[src/rtl/timer_capture.sv]
// timer_capture
//   Event timestamp capture stage. EVENT_IN is synchronised into the CLOCK
//   domain and edge-detected. Each qualifying edge writes {edge type, COUNT_IN}
//   into a small show-ahead FIFO. The controller drains it with RD_EN while
//   Q_VALID is high. A sticky OVERFLOW bit records any edge lost to a full FIFO.
//
// Parameters
//   DATA_WIDTH   width of COUNT_IN / Q_DATA
//   FIFO_DEPTH   capture FIFO entries (power of two, >= 2)
//   SYNC_STAGES  synchroniser flops on EVENT_IN (>= 2)
//
// Ports
//   CLOCK     in   clock, same domain as the timer counter
//   RESET     in   asynchronous, active-high reset
//   COUNT_IN  in   current timer counter value
//   EVENT_IN  in   asynchronous event line
//   ARM       in   edges are captured only while high
//   CLEAR     in   single-cycle flush of FIFO and OVERFLOW
//   RD_EN     in   pop request, honoured only while Q_VALID is high
//   Q_DATA    out  timestamp at the FIFO head (held when empty)
//   Q_EDGE    out  edge type at the FIFO head, 1 = rising, 0 = falling
//   Q_VALID   out  FIFO not empty
//   FULL      out  FIFO holds FIFO_DEPTH entries
//   OVERFLOW  out  sticky: at least one event was dropped
//   LEVEL     out  current entry count
//
// Build option
//   TIMER_CAPTURE_BOTH_EDGES_EN  when defined, falling edges are captured too
//                                (Q_EDGE = 0); otherwise only rising edges.

module timer_capture #(
  parameter int DATA_WIDTH  = 16,
  parameter int FIFO_DEPTH  = 4,
  parameter int SYNC_STAGES = 2
) (
  input  logic                          CLOCK,
  input  logic                          RESET,
  input  logic [DATA_WIDTH-1:0]         COUNT_IN,
  input  logic                          EVENT_IN,
  input  logic                          ARM,
  input  logic                          CLEAR,
  input  logic                          RD_EN,
  output logic [DATA_WIDTH-1:0]         Q_DATA,
  output logic                          Q_EDGE,
  output logic                          Q_VALID,
  output logic                          FULL,
  output logic                          OVERFLOW,
  output logic [$clog2(FIFO_DEPTH):0]   LEVEL
);

  localparam int PTR_W   = $clog2(FIFO_DEPTH);
  localparam int LVL_W   = PTR_W + 1;
  localparam int ENTRY_W = DATA_WIDTH + 1;

  // synchroniser and edge detector
  logic [SYNC_STAGES-1:0] sync_q, sync_d;
  logic                   prev_q, prev_d;

  // FIFO storage and bookkeeping
  logic [ENTRY_W-1:0] mem_q [FIFO_DEPTH];
  logic [ENTRY_W-1:0] mem_d [FIFO_DEPTH];
  logic [PTR_W-1:0]   wr_ptr_q, wr_ptr_d;
  logic [PTR_W-1:0]   rd_ptr_q, rd_ptr_d;
  logic [LVL_W-1:0]   level_q, level_d;
  logic               valid_q, valid_d;
  logic               full_q, full_d;
  logic               ovf_q, ovf_d;
  logic [ENTRY_W-1:0] q_word_q, q_word_d;

  logic               sync_level;
  logic               edge_det;
  logic               edge_type;
  logic               capture;
  logic               do_pop;
  logic               do_wr;
  logic [ENTRY_W-1:0] wr_word;

  assign sync_level = sync_q[SYNC_STAGES-1];

`ifdef TIMER_CAPTURE_BOTH_EDGES_EN
  assign edge_det  = sync_level ^ prev_q;
  assign edge_type = sync_level;
`else
  assign edge_det  = sync_level & ~prev_q;
  assign edge_type = 1'b1;
`endif

  // The edge detector always runs; ARM only gates the write, so raising ARM
  // while EVENT_IN is already high cannot look like a fresh edge.
  assign capture = edge_det & ARM;
  assign do_pop  = RD_EN & valid_q;
  // A full FIFO still accepts a write when the head is popped in the same cycle.
  assign do_wr   = capture & (~full_q | do_pop);
  assign wr_word = {edge_type, COUNT_IN};

  always_comb begin
    sync_d   = {sync_q[SYNC_STAGES-2:0], EVENT_IN};
    prev_d   = sync_level;
    mem_d    = mem_q;
    wr_ptr_d = wr_ptr_q;
    rd_ptr_d = rd_ptr_q;
    level_d  = level_q;
    valid_d  = valid_q;
    full_d   = full_q;
    ovf_d    = ovf_q;
    q_word_d = q_word_q;

    if (CLEAR) begin
      wr_ptr_d = '0;
      rd_ptr_d = '0;
      level_d  = '0;
      valid_d  = 1'b0;
      full_d   = 1'b0;
      ovf_d    = 1'b0;
    end else begin
      if (do_wr) begin
        mem_d[wr_ptr_q] = wr_word;
        wr_ptr_d        = wr_ptr_q + PTR_W'(1);
      end
      if (do_pop) begin
        rd_ptr_d = rd_ptr_q + PTR_W'(1);
      end
      case ({do_wr, do_pop})
        2'b10:   level_d = level_q + LVL_W'(1);
        2'b01:   level_d = level_q - LVL_W'(1);
        default: level_d = level_q;
      endcase
      if (capture && !do_wr) begin
        ovf_d = 1'b1;
      end
      valid_d = (level_d != '0);
      full_d  = (level_d == LVL_W'(FIFO_DEPTH));
      // Registered head: when the incoming word is the only entry left it is
      // not in mem_q yet, so bypass it; otherwise the head is already stored.
      // With nothing left the head register simply holds its last value.
      if (do_wr && level_d == LVL_W'(1)) begin
        q_word_d = wr_word;
      end else if (level_d != '0) begin
        q_word_d = mem_q[rd_ptr_d];
      end
    end
  end

  always_ff @(posedge CLOCK or posedge RESET) begin
    if (RESET) begin
      sync_q   <= '0;
      prev_q   <= 1'b0;
      for (int i = 0; i < FIFO_DEPTH; i++) begin
        mem_q[i] <= '0;
      end
      wr_ptr_q <= '0;
      rd_ptr_q <= '0;
      level_q  <= '0;
      valid_q  <= 1'b0;
      full_q   <= 1'b0;
      ovf_q    <= 1'b0;
      q_word_q <= '0;
    end else begin
      sync_q   <= sync_d;
      prev_q   <= prev_d;
      mem_q    <= mem_d;
      wr_ptr_q <= wr_ptr_d;
      rd_ptr_q <= rd_ptr_d;
      level_q  <= level_d;
      valid_q  <= valid_d;
      full_q   <= full_d;
      ovf_q    <= ovf_d;
      q_word_q <= q_word_d;
    end
  end

  assign Q_DATA   = q_word_q[DATA_WIDTH-1:0];
  assign Q_EDGE   = q_word_q[DATA_WIDTH];
  assign Q_VALID  = valid_q;
  assign FULL     = full_q;
  assign OVERFLOW = ovf_q;
  assign LEVEL    = level_q;

endmodule

[config.mk]
export PLATFORM = sky130hd
export DESIGN_NAME = timer_capture
export DESIGN_NICKNAME = d
export VERILOG_FILES = /design/src/rtl/timer_capture.sv
export SDC_FILE = /design/constraint.sdc
export NUM_CORES = 1
export LEC_CHECK = 0
export ABC_AREA = 0
export CORE_ASPECT_RATIO = 0.8
export CORE_MARGIN = 2
export CORE_UTILIZATION = 42
export CTS_BUF_LIST = sky130_fd_sc_hd__clkbuf_2
export DETAILED_ROUTE_END_ITERATION = 10
export SKIP_LAST_GASP = 1
export SLEW_MARGIN = 20
export SYNTH_ARGS = -nofsm -noshare
export SYNTH_HDL_FRONTEND = slang
export SYNTH_SLANG_ARGS = --single-unit
[constraint.sdc]
create_clock -name CLOCK -period 4.1 [get_ports CLOCK]
set_input_delay 0.41 -clock CLOCK [delete_from_list [all_inputs] [get_ports CLOCK]]
set_output_delay 0.41 -clock CLOCK [all_outputs]
set_load 0.03 [all_outputs]
Word level (Yosys, flattened, before mapping)
Index checks and enable logic that the tools add are counted. Widths: inputs -> output; s select.

Bits in registers: 98. Bits of input ports: 22. Output and inout port bits: 23.

Eq/ne operators: 4. $add $sub $neg: 4. Bitwise logic cells: 10. Multiplexer cells: 20. Reductions and logical operators: 10. Magnitude comparators: 3.

Operators with widths (number): $mux 17 (5); $bwmux 68 (1); $bmux 17 s2 (1); $demux 17 s2 (1); $mux 2 (5); $ge 3x3->1 const B (2); $mux 3 (2); $not 2->3 (2); $pmux 3 s2 (1); $reduce_bool 2->1 (3); $add 2x1->2 const B (2); $and 1x1->1 (4); $mux 1 (4); $reduce_and 2->1 (2); $add 3x1->3 const B (1); $eq 3x1->1 const B (1); $eq 3x3->1 const B (1); $logic_and 1x1->1 (3); $lt 3x1->1 const B (1); $not 1->1 (3); $reduce_bool 3->1 (1); $sub 3x1->3 const B (1); $eq 2x1->1 const B (1); $eq 2x2->1 const B (1); 2 further kinds (2).

Longest topological paths before layout
Gate-level depths: netlist of run 1.

Depth in word-level cells: 11. Mapped depth: 13. Mapped depth without buffers: 11.

Least setup slack after synthesis of run 1
Ideal clock, no wire load.

Path type: register to register. Start point: register valid_q, in the netlist Q_VALID. End point: register q_word_q[0]. Period minus slack after synthesis: 3.251 ns. Arrival time: 3.120 ns. Library setup time: 0.131 ns. Cell stages (with the launch flop): 13. Path buffers: 2. Required time: 3.969 ns. Setup slack: 0.849 ns. Cell sequence: dfrtp_1 -> nand2_1 -> inv_1 -> buf_1 -> ha_1 -> inv_1 -> fa_1 -> or3b_1 -> a221oi_2 -> nand3_1 -> buf_6 -> o211ai_1 -> a31oi_1.

Longest elaborated chain between the ends: 10.

RTL lines: start, declared (RTL line 65) `logic valid_q, valid_d;`; start signal, assigned (RTL line 165) `valid_q <= valid_d;`; $and 1x1->1 * (RTL line 91) `assign do_pop = RD_EN & valid_q;`; $or 1x1->1 (RTL line 93) `assign do_wr = capture & (~full_q | do_pop);`; $and 1x1->1 (RTL line 93); $eq 2x1->1 / $eq 2x2->1 (equally long branches) (RTL line 123) `case ({do_wr, do_pop})`; $pmux 3 s2 (RTL line 123); $mux 3 (RTL line 108) `if (CLEAR) begin`; $eq 3x1->1 (RTL line 136) `if (do_wr && level_d == LVL_W'(1)) begin`; $logic_and 1x1->1 (RTL line 136); $reduce_bool 2->1 (no line); $reduce_and 2->1 (no line); end signal, assigned (RTL line 168) `q_word_q <= q_word_d;`; end, declared (RTL line 68) `logic [ENTRY_W-1:0] q_word_q, q_word_d;`.

Every way passes the cells marked *; elsewhere a longest branch is shown, timed or not. The select of a mux whose other input is x is not followed. A chain may end at the register's enable or synchronous reset.

Worst setup path in the final report of run 1
Start point: register valid_q, in the netlist Q_VALID. End point: register q_word_q[1].

The elaborated chain is that of the path after synthesis.

==> impl_metrics.csv, run 1 <==
group,metric,value,unit
power_and_ir_drop,vdd.ir_drop.worst,202.9,uV
worst_hold_path,worst_hold_path_cell_count,1,
sta,timing.final.hold_violations,0,
grt,antenna_found_initial,0,
die,die_x,122.1,um
sta,slew_viol_final,0,
sta,fin_skew,31.68,ps
yosys,combinational_family_with_the_most_area_after_synthesis,"multiplexers",
die,fp-row-count,34,
critical_path,cp-start-kind,"register",
finish,synthToLayoutAreaGrowth,14.50,%
clocking,cts_hold_buffers,0,
yosys,yosys_warnings,0,
clocking,cts-buffers-inserted,9,
grt,globalRouteTotalUtil,0.1949,
critical_path,critical_path.startpoint,"Q_VALID",
job,max_cap_viols,0,
die,top_level_pins,45,
clocking,cts.htree.levels,3,
placement,detailed_place_hpwl,6.917,mm
yosys,postSynth.topFlopCell,"dfrtp_1",
yosys,netlist_top_cells_area,"dfrtp_1, mux2_2, o221ai_1",
yosys,synth-xor-area-share,0.009343,
detailed_routing,drt-pass1-iter-count,4,
critical_path,cp.required,4630,ps
clocking,tritoncts_num_sinks,98,
placement,port-buffer-count,44,
detailed_routing,post_drt_wl_per_cell,18.31,um
critical_path,cp.arrival,3730,ps
critical_path,timing.critical_path.buf_inv,4,
finish,drive_gt1_frac,0.2773,
worst_hold_path,hp-start,"EVENT_IN",
yosys,share_of_the_synthesized_area_in_the_top_cell_type,0.5232,
critical_path,critical_path.slowest_cell,"fa_1",
sta,max_freq,312.2,MHz
grt,grt_first_pass_wirelength,18.03,mm
yosys,synthMuxAreaShare,0.1946,
detailed_routing,dr_total_vias,3280,
critical_path,worstSetupPathType,"reg2reg",
yosys,synth_compound_area_frac,0.1385,
critical_path,worstPathCellList,"nand2_1, buf_4, inv_1, ha_1, inv_1, fa_1, or3b_1, a221oi_2, and3_1, buf_4, nand2_1, a31oi_1",
yosys,ys_top_cells_by_count,"dfrtp_1, mux2_2, nor2_1",
power_and_ir_drop,power.leakage,0.002297,uW
sta,worst_slew_margin_rel,0.3154,
yosys,count_of_different_cell_masters_after_synthesis,35,
placement,routabilityCongestion,0.7279,
die,floorplan.initialDensity,0.4304,
placement,placed_cells_incl_taps,568,
critical_path,timing.critical_path.fanout_max,12,
run_status,status,"completed",
die,die_h,98.49,um
sta,rsz0062_at_grt,"no",
clocking,cts_clock_pin_slew_for_the_worst_setup_and_hold_paths,250,ps
detailed_routing,route.detailed.drc,0,
worst_hold_path,min-delay-path-class,"in2reg",
detailed_routing,routed_wire_length,10.71,mm
critical_path,critical_path.reg2reg.endpoint,"q_word_q[1]",
clocking,postCtsSetupBuffers,0,
sta,worst_slew_pin_slew,1027,ps
yosys,synth_simple_gate_area_frac,0.06941,
detailed_routing,ant_nets,0,
yosys,synth.ff_latch_count,98,
detailed_routing,route.detailed.vias_per_inst,5.607,
sta,setup_viol_count_final,0,
yosys,synth_most_common_cell,"dfrtp_1",
grt,largest_net_degree_at_the_start_of_global_routing,73,
clocking,clk-insertion-delay-late,590,ps
placement,pre_cts_ws,392.0,ps
finish,fin_cells,585,
sta,min_period,3203,ps
yosys,synth_area_per_cell,11.96,sq um
critical_path,cp_slowest_stage_delay,510,ps
critical_path,critical-path-top-delay-family,"simple AND/OR/NAND/NOR gates",
clocking,cts_tree,"yes",
power_and_ir_drop,power_density,491.5,mW/mm^2
critical_path,setup.worst_path.end_class,"register",
yosys,mappedNetlistArea,0.004687,sq mm
yosys,synth_enable_flop_cells,0,
die,floorplan.core_area,0.01089,sq mm
yosys,ys_async_sr_fraction,1.000,
finish,utilization,0.4928,
sta,setup-tns-final,0,ps
detailed_routing,detail_route.iter0.violations,241,
clocking,clk_root_buffer_cell,"clkbuf_2",
die,die_area,0.01203,sq mm
clocking,clk_path_buf_depth,2,
yosys,post-synth-top-area-cell,"dfrtp_1",
critical_path,ff2ff_setup_slack,900,ps
finish,nets,463,
yosys,syn_nets,420,
sta,postLayoutSetupSlackWorst,897.4,ps
yosys,synth.yosys.seq_area_share,0.5232,
clocking,cts.repair.resized,0,
yosys,postSynthCellCount,392,
grt,via_count_of_the_first_global_routing_pass,3406,
critical_path,rr_worst_depth,12,
yosys,synthAdderAreaFrac,0.01762,
grt,aggregate_global_routing_overflow,0,
worst_hold_path,hold_path_end,"sync_q[0]",
sta,final.period_utilization,0.7811,
critical_path,worstReg2RegStart,"Q_VALID",
==> stage by stage <==
step / hold slack, ps / cell area (sq um) / total power, uW
after floorplan: 331.2 / 4687 / 1854
after global placement: 334.6 / 5246 / 2176
after detailed placement: 351.2 / 5246 / 2192
after CTS: 198.1 / 5364 / 2663
after global routing: 206.0 / 5364 / 2800
final: 244.0 / 5366 / 2638
==> cells in the final DEF, fill, tap and decap left out <==
cell             netlist  final
dfrtp_1               98     98
mux2_2                81     81
clkdlybuf4s50_1        0     44
nor2_1                26     26
nand2_1               20     20
o21ai_0               20     20
o221ai_1              17     17
a31oi_1               17     17
o22ai_1               16     16
o211ai_1              16     16
buf_4                 10     16
clkbuf_2               0     10
inv_1                 10      9
and2_1                 5      5
ha_1                   5      5
clkinvlp_4             0      5
nand3b_1               4      4
a21oi_1                4      4
or2_2                  4      4
nor3_1                 3      3
xor2_1                 3      3
and3_1                 2      2
xnor2_1                2      2
diode_2                0      1
a21oi_2                1      1
or3_4                  1      1
or3b_1                 1      1
a221oi_2               1      1
nand3_1                1      1
a21bo_1                1      1
nand2b_1               1      1
a31oi_2                1      1
inv_4                  0      1
nor3b_1                1      1
o31ai_1                1      1
fa_1                   1      1
bufinv_16              0      1
==> worst max path at each step <==
stage,endpoint,slack [ps],cells past startpoint
6_report,q_word_q[1],900,12
5_1_grt,q_word_q[8],620,12
4_1_cts,q_word_q[1],880,12
3_5_place_dp,q_word_q[0],390,13
3_3_place_gp,q_word_q[4],470,13
2_1_floorplan,q_word_q[0],850,12
==> metal layers <==
| metal | vias to the layer above | GRT usage | routed length [um] |
|---|---|---|---|
| met5 | - | 0 | 0 |
| met4 | 0 | 0.04775 | 113 |
| met3 | 11 | 0.04630 | 621 |
| met2 | 77 | 0.3060 | 4996 |
| met1 | 1667 | 0.2750 | 4983 |
| li1 | 1525 | - | - |
==> cell families (layout without fill, tap and decap cells) <==
kind of cell / Yosys count / after routing
multiplexers: 81 / 81
adder cells (fa/ha/maj): 6 / 6
other: 0 / 1
AND/OR/NAND/NOR: 69 / 69
XOR/XNOR: 5 / 5
AO/OA/AOI/OAI: 95 / 95
buffers and inverters: 38 / 86
flip-flops: 98 / 98
==> registers in the layout, summed over array words and instances (netlist names) <==
name,flops
FULL,1
LEVEL,3
OVERFLOW,1
Q_VALID,1
mem_q,68
prev_q,1
q_word_q,17
rd_ptr_q,2
sync_q,2
wr_ptr_q,2
==> final cells by class <==
class,count,area [sq um]
antenna,1,2.502
clock buffer,10,50.05
clock inverter,6,67.56
fill,1014,5524
inverter,10,40.04
multi-input combinational,256,2013
sequential,98,2452
tap,144,180.2
timing repair buffer,60,560.5
==> power by group <==
part	switching (uW)	internal (uW)	leakage (uW)
clock network	332	141	0.0000564
registers	112	1140	0.00127
logic	511	407	0.000973
(Power assumes the default switching activity.)
==> inputs of run 2 (changes only) <==
- clock period: 4.1 -> 2.6 ns (I/O delays scaled with it)
==> run 2 against run 1 <==
Against the previous run:
- first-iteration DRC count decreased by 19%
- clock skew shrank 12 ps
- via count is 4.1% higher
- highest routed layer unchanged
- critical path type unchanged
- core utilization rose by 4.0 points
- the flow now finishes with violations (setup timing)
==> impl_metrics.csv, run 2 (synthesis gave the netlist of run 1 again) <==
group,metric,value,unit
critical_path,worstReg2RegStart,"sync_q[1]",
power_and_ir_drop,combPwrFrac,0.386,
clocking,cts.htree.levels,3,
clocking,cts_clock_pin_slew_for_the_worst_setup_and_hold_paths,230,ps
finish,registers.top_by_ff_count,"mem_q",
critical_path,cp.arrival,3350,ps
placement,routabilityCongestion,0.7898,
power_and_ir_drop,total_switching_power,1556,uW
sta,max_freq,351.4,MHz
clocking,clk_root_buffer_cell,"clkbuf_2",
die,floorplan.initialDensity,0.4304,
power_and_ir_drop,internal_power,2795,uW
detailed_routing,route.detailed.vias_per_inst,5.569,
job,max_cap_viols,0,
grt,aggregate_global_routing_overflow,0,
finish,multi_input_comb_area,0.002098,sq mm
grt,via_count_of_the_first_global_routing_pass,3357,
sta,rsz0062_at_grt,"yes",
finish,mostFrequentLayoutCells,"dfrtp_1, mux2_2, clkdlybuf4s50_1",
die,die_h,98.49,um
detailed_routing,dr_total_vias,3414,
finish,antenna_cells,0,
finish,drive_gt1_frac,0.3497,
sta,worst_slew_pin_slew,550.4,ps
die,floorplan.core_area,0.01089,sq mm
clocking,cts_tree,"yes",
detailed_routing,routed_wire_length,11.39,mm
critical_path,worst_setup_path_endpoint,"q_word_q[8]",
grt,globalRouteTotalUtil,0.1918,
finish,layout.cells.most_common,"dfrtp_1",
power_and_ir_drop,clock_power_share,0.164,
detailed_routing,detail_route.iter0.violations,196,
grt,grt_first_pass_wirelength,17.62,mm
critical_path,cp.required,3110,ps
finish,largest_register_ff_count,68,
placement,placedInstanceArea,0.005499,sq mm
placement,port-buffer-count,44,
finish,fill_cells,971,
detailed_routing,route.detailed.drc,0,
critical_path,timing.critical_path.fanout_max,8,
sta,worst_slew_margin_rel,0.6331,
run_status,status,"finished, violations left",
run_status,violations,"setup timing",
finish,final_area,0.005806,sq mm
grt,largest_net_degree_at_the_start_of_global_routing,36,
finish,nets,492,
sta,setup_viol_count_final,17,
placement,pre_cts_ws,-496.1,ps
die,die_x,122.1,um
detailed_routing,ant_nets,0,
detailed_routing,post_drt_wl_per_cell,18.58,um
power_and_ir_drop,netSwitchingFraction,0.3576,
critical_path,critical_path.reg2reg.endpoint,"q_word_q[8]",
critical_path,ff2ff_setup_slack,-250,ps
die,die_area,0.01203,sq mm
sta,min_period,2845,ps
die,fp-row-count,34,
sta,slew_viol_final,0,
critical_path,rr_worst_depth,12,
power_and_ir_drop,power_density,749.4,mW/mm^2
critical_path,setup.worst_path.end_class,"register",
critical_path,worstSetupPathType,"reg2reg",
clocking,cts-buffers-inserted,9,
sta,final.period_utilization,1.094,
power_and_ir_drop,power.leakage,0.002519,uW
clocking,tritoncts_num_sinks,98,
power_and_ir_drop,vdd.ir_drop.worst,343.5,uV
worst_hold_path,min-delay-path-class,"in2reg",
critical_path,critical_path.startpoint,"sync_q[1]",
die,top_level_pins,45,
power_and_ir_drop,seqPwrFrac,0.450,
critical_path,cp-start-kind,"register",
finish,register_area,0.002455,sq mm
grt,antenna_found_initial,0,
sta,fin_skew,20.07,ps
sta,timing.final.hold_violations,0,
sta,hold_slack,87.79,ps
finish,synthToLayoutAreaGrowth,23.87,%
worst_hold_path,hp-start,"EVENT_IN",
sta,postLayoutSetupSlackWorst,-245.4,ps
detailed_routing,drt-pass1-iter-count,5,
clocking,clk-insertion-delay-late,580,ps
placement,detailed_place_hpwl,7.186,mm
clocking,clk_path_buf_depth,2,
==> run 2: cell type report <==
class | instances | share of cell area
repair buffers | 89 | 0.1586
flip-flops and latches | 98 | 0.4228
multi-input cells | 256 | 0.3614
clock buffers | 10 | 0.008621
well taps | 144 | 0.03103
clock inverters | 6 | 0.009914
inverters | 10 | 0.007543
==> run 2: through the flow <==
step	total power, uW	util	instances	TNS (ps)
6_report	4350	0.5331	613	-3129
5_1_grt	4620	0.5331	613	-5759
4_1_cts	4286	0.5164	605	-3009
3_5_place_dp	3552	0.5049	587	-8118
3_3_place_gp	3520	0.5049	587	-7175
2_1_floorplan	2945	-	392	-1727
==> run 2: per-layer routing <==
layer  up-vias  global-route usage  share of wire
li1       1592                   -              -
met1      1693              0.2815           0.47
met2       121              0.2888           0.46
met3         8             0.04167          0.060
met4         0             0.05217         0.0080
met5         -                   0              0
==> run 2: how the worst min path moves through the flow <==
stage                     end  slack [ps]  cells past startpoint
global route        sync_q[0]           7                      1
finish              sync_q[0]          90                      1
detailed placement  sync_q[1]         360                      0
global placement    sync_q[1]         340                      0
floorplan           sync_q[0]         290                      0
CTS                 sync_q[0]          20                      1
==> run 2: power groups by stage <==
| stage | clock network, uW | registers (uW) | logic, uW |
|---|---|---|---|
| finish | 714 | 1960 | 1680 |
| CTS | 757 | 1960 | 1570 |
| global placement | 0 | 1980 | 1540 |
| floorplan | 0 | 2240 | 702 |
| global route | 823 | 2000 | 1800 |
| detailed placement | 0 | 1990 | 1560 |
==> run 2: what timing repair did <==
action,CTS,global route
endpoints found under the hold margin,13,0
setup endpoints to repair,17,18
hold buffers,1,0
buffers inserted,1,5
pin swaps,2,11
gates cloned,0,4
resized for setup,0,14
==> run 2: worst max-delay path: stages, from the launching register on <==
cell and delay [ps]:
dfrtp_1 440, nand3b_1 200, a21oi_4 50, inv_2 70, ha_4 120, inv_2 30, fa_1 490, or3b_1 360
a221oi_2 310, and3_4 310, clkbuf_16 190, nand2_2 40, a31oi_1 160
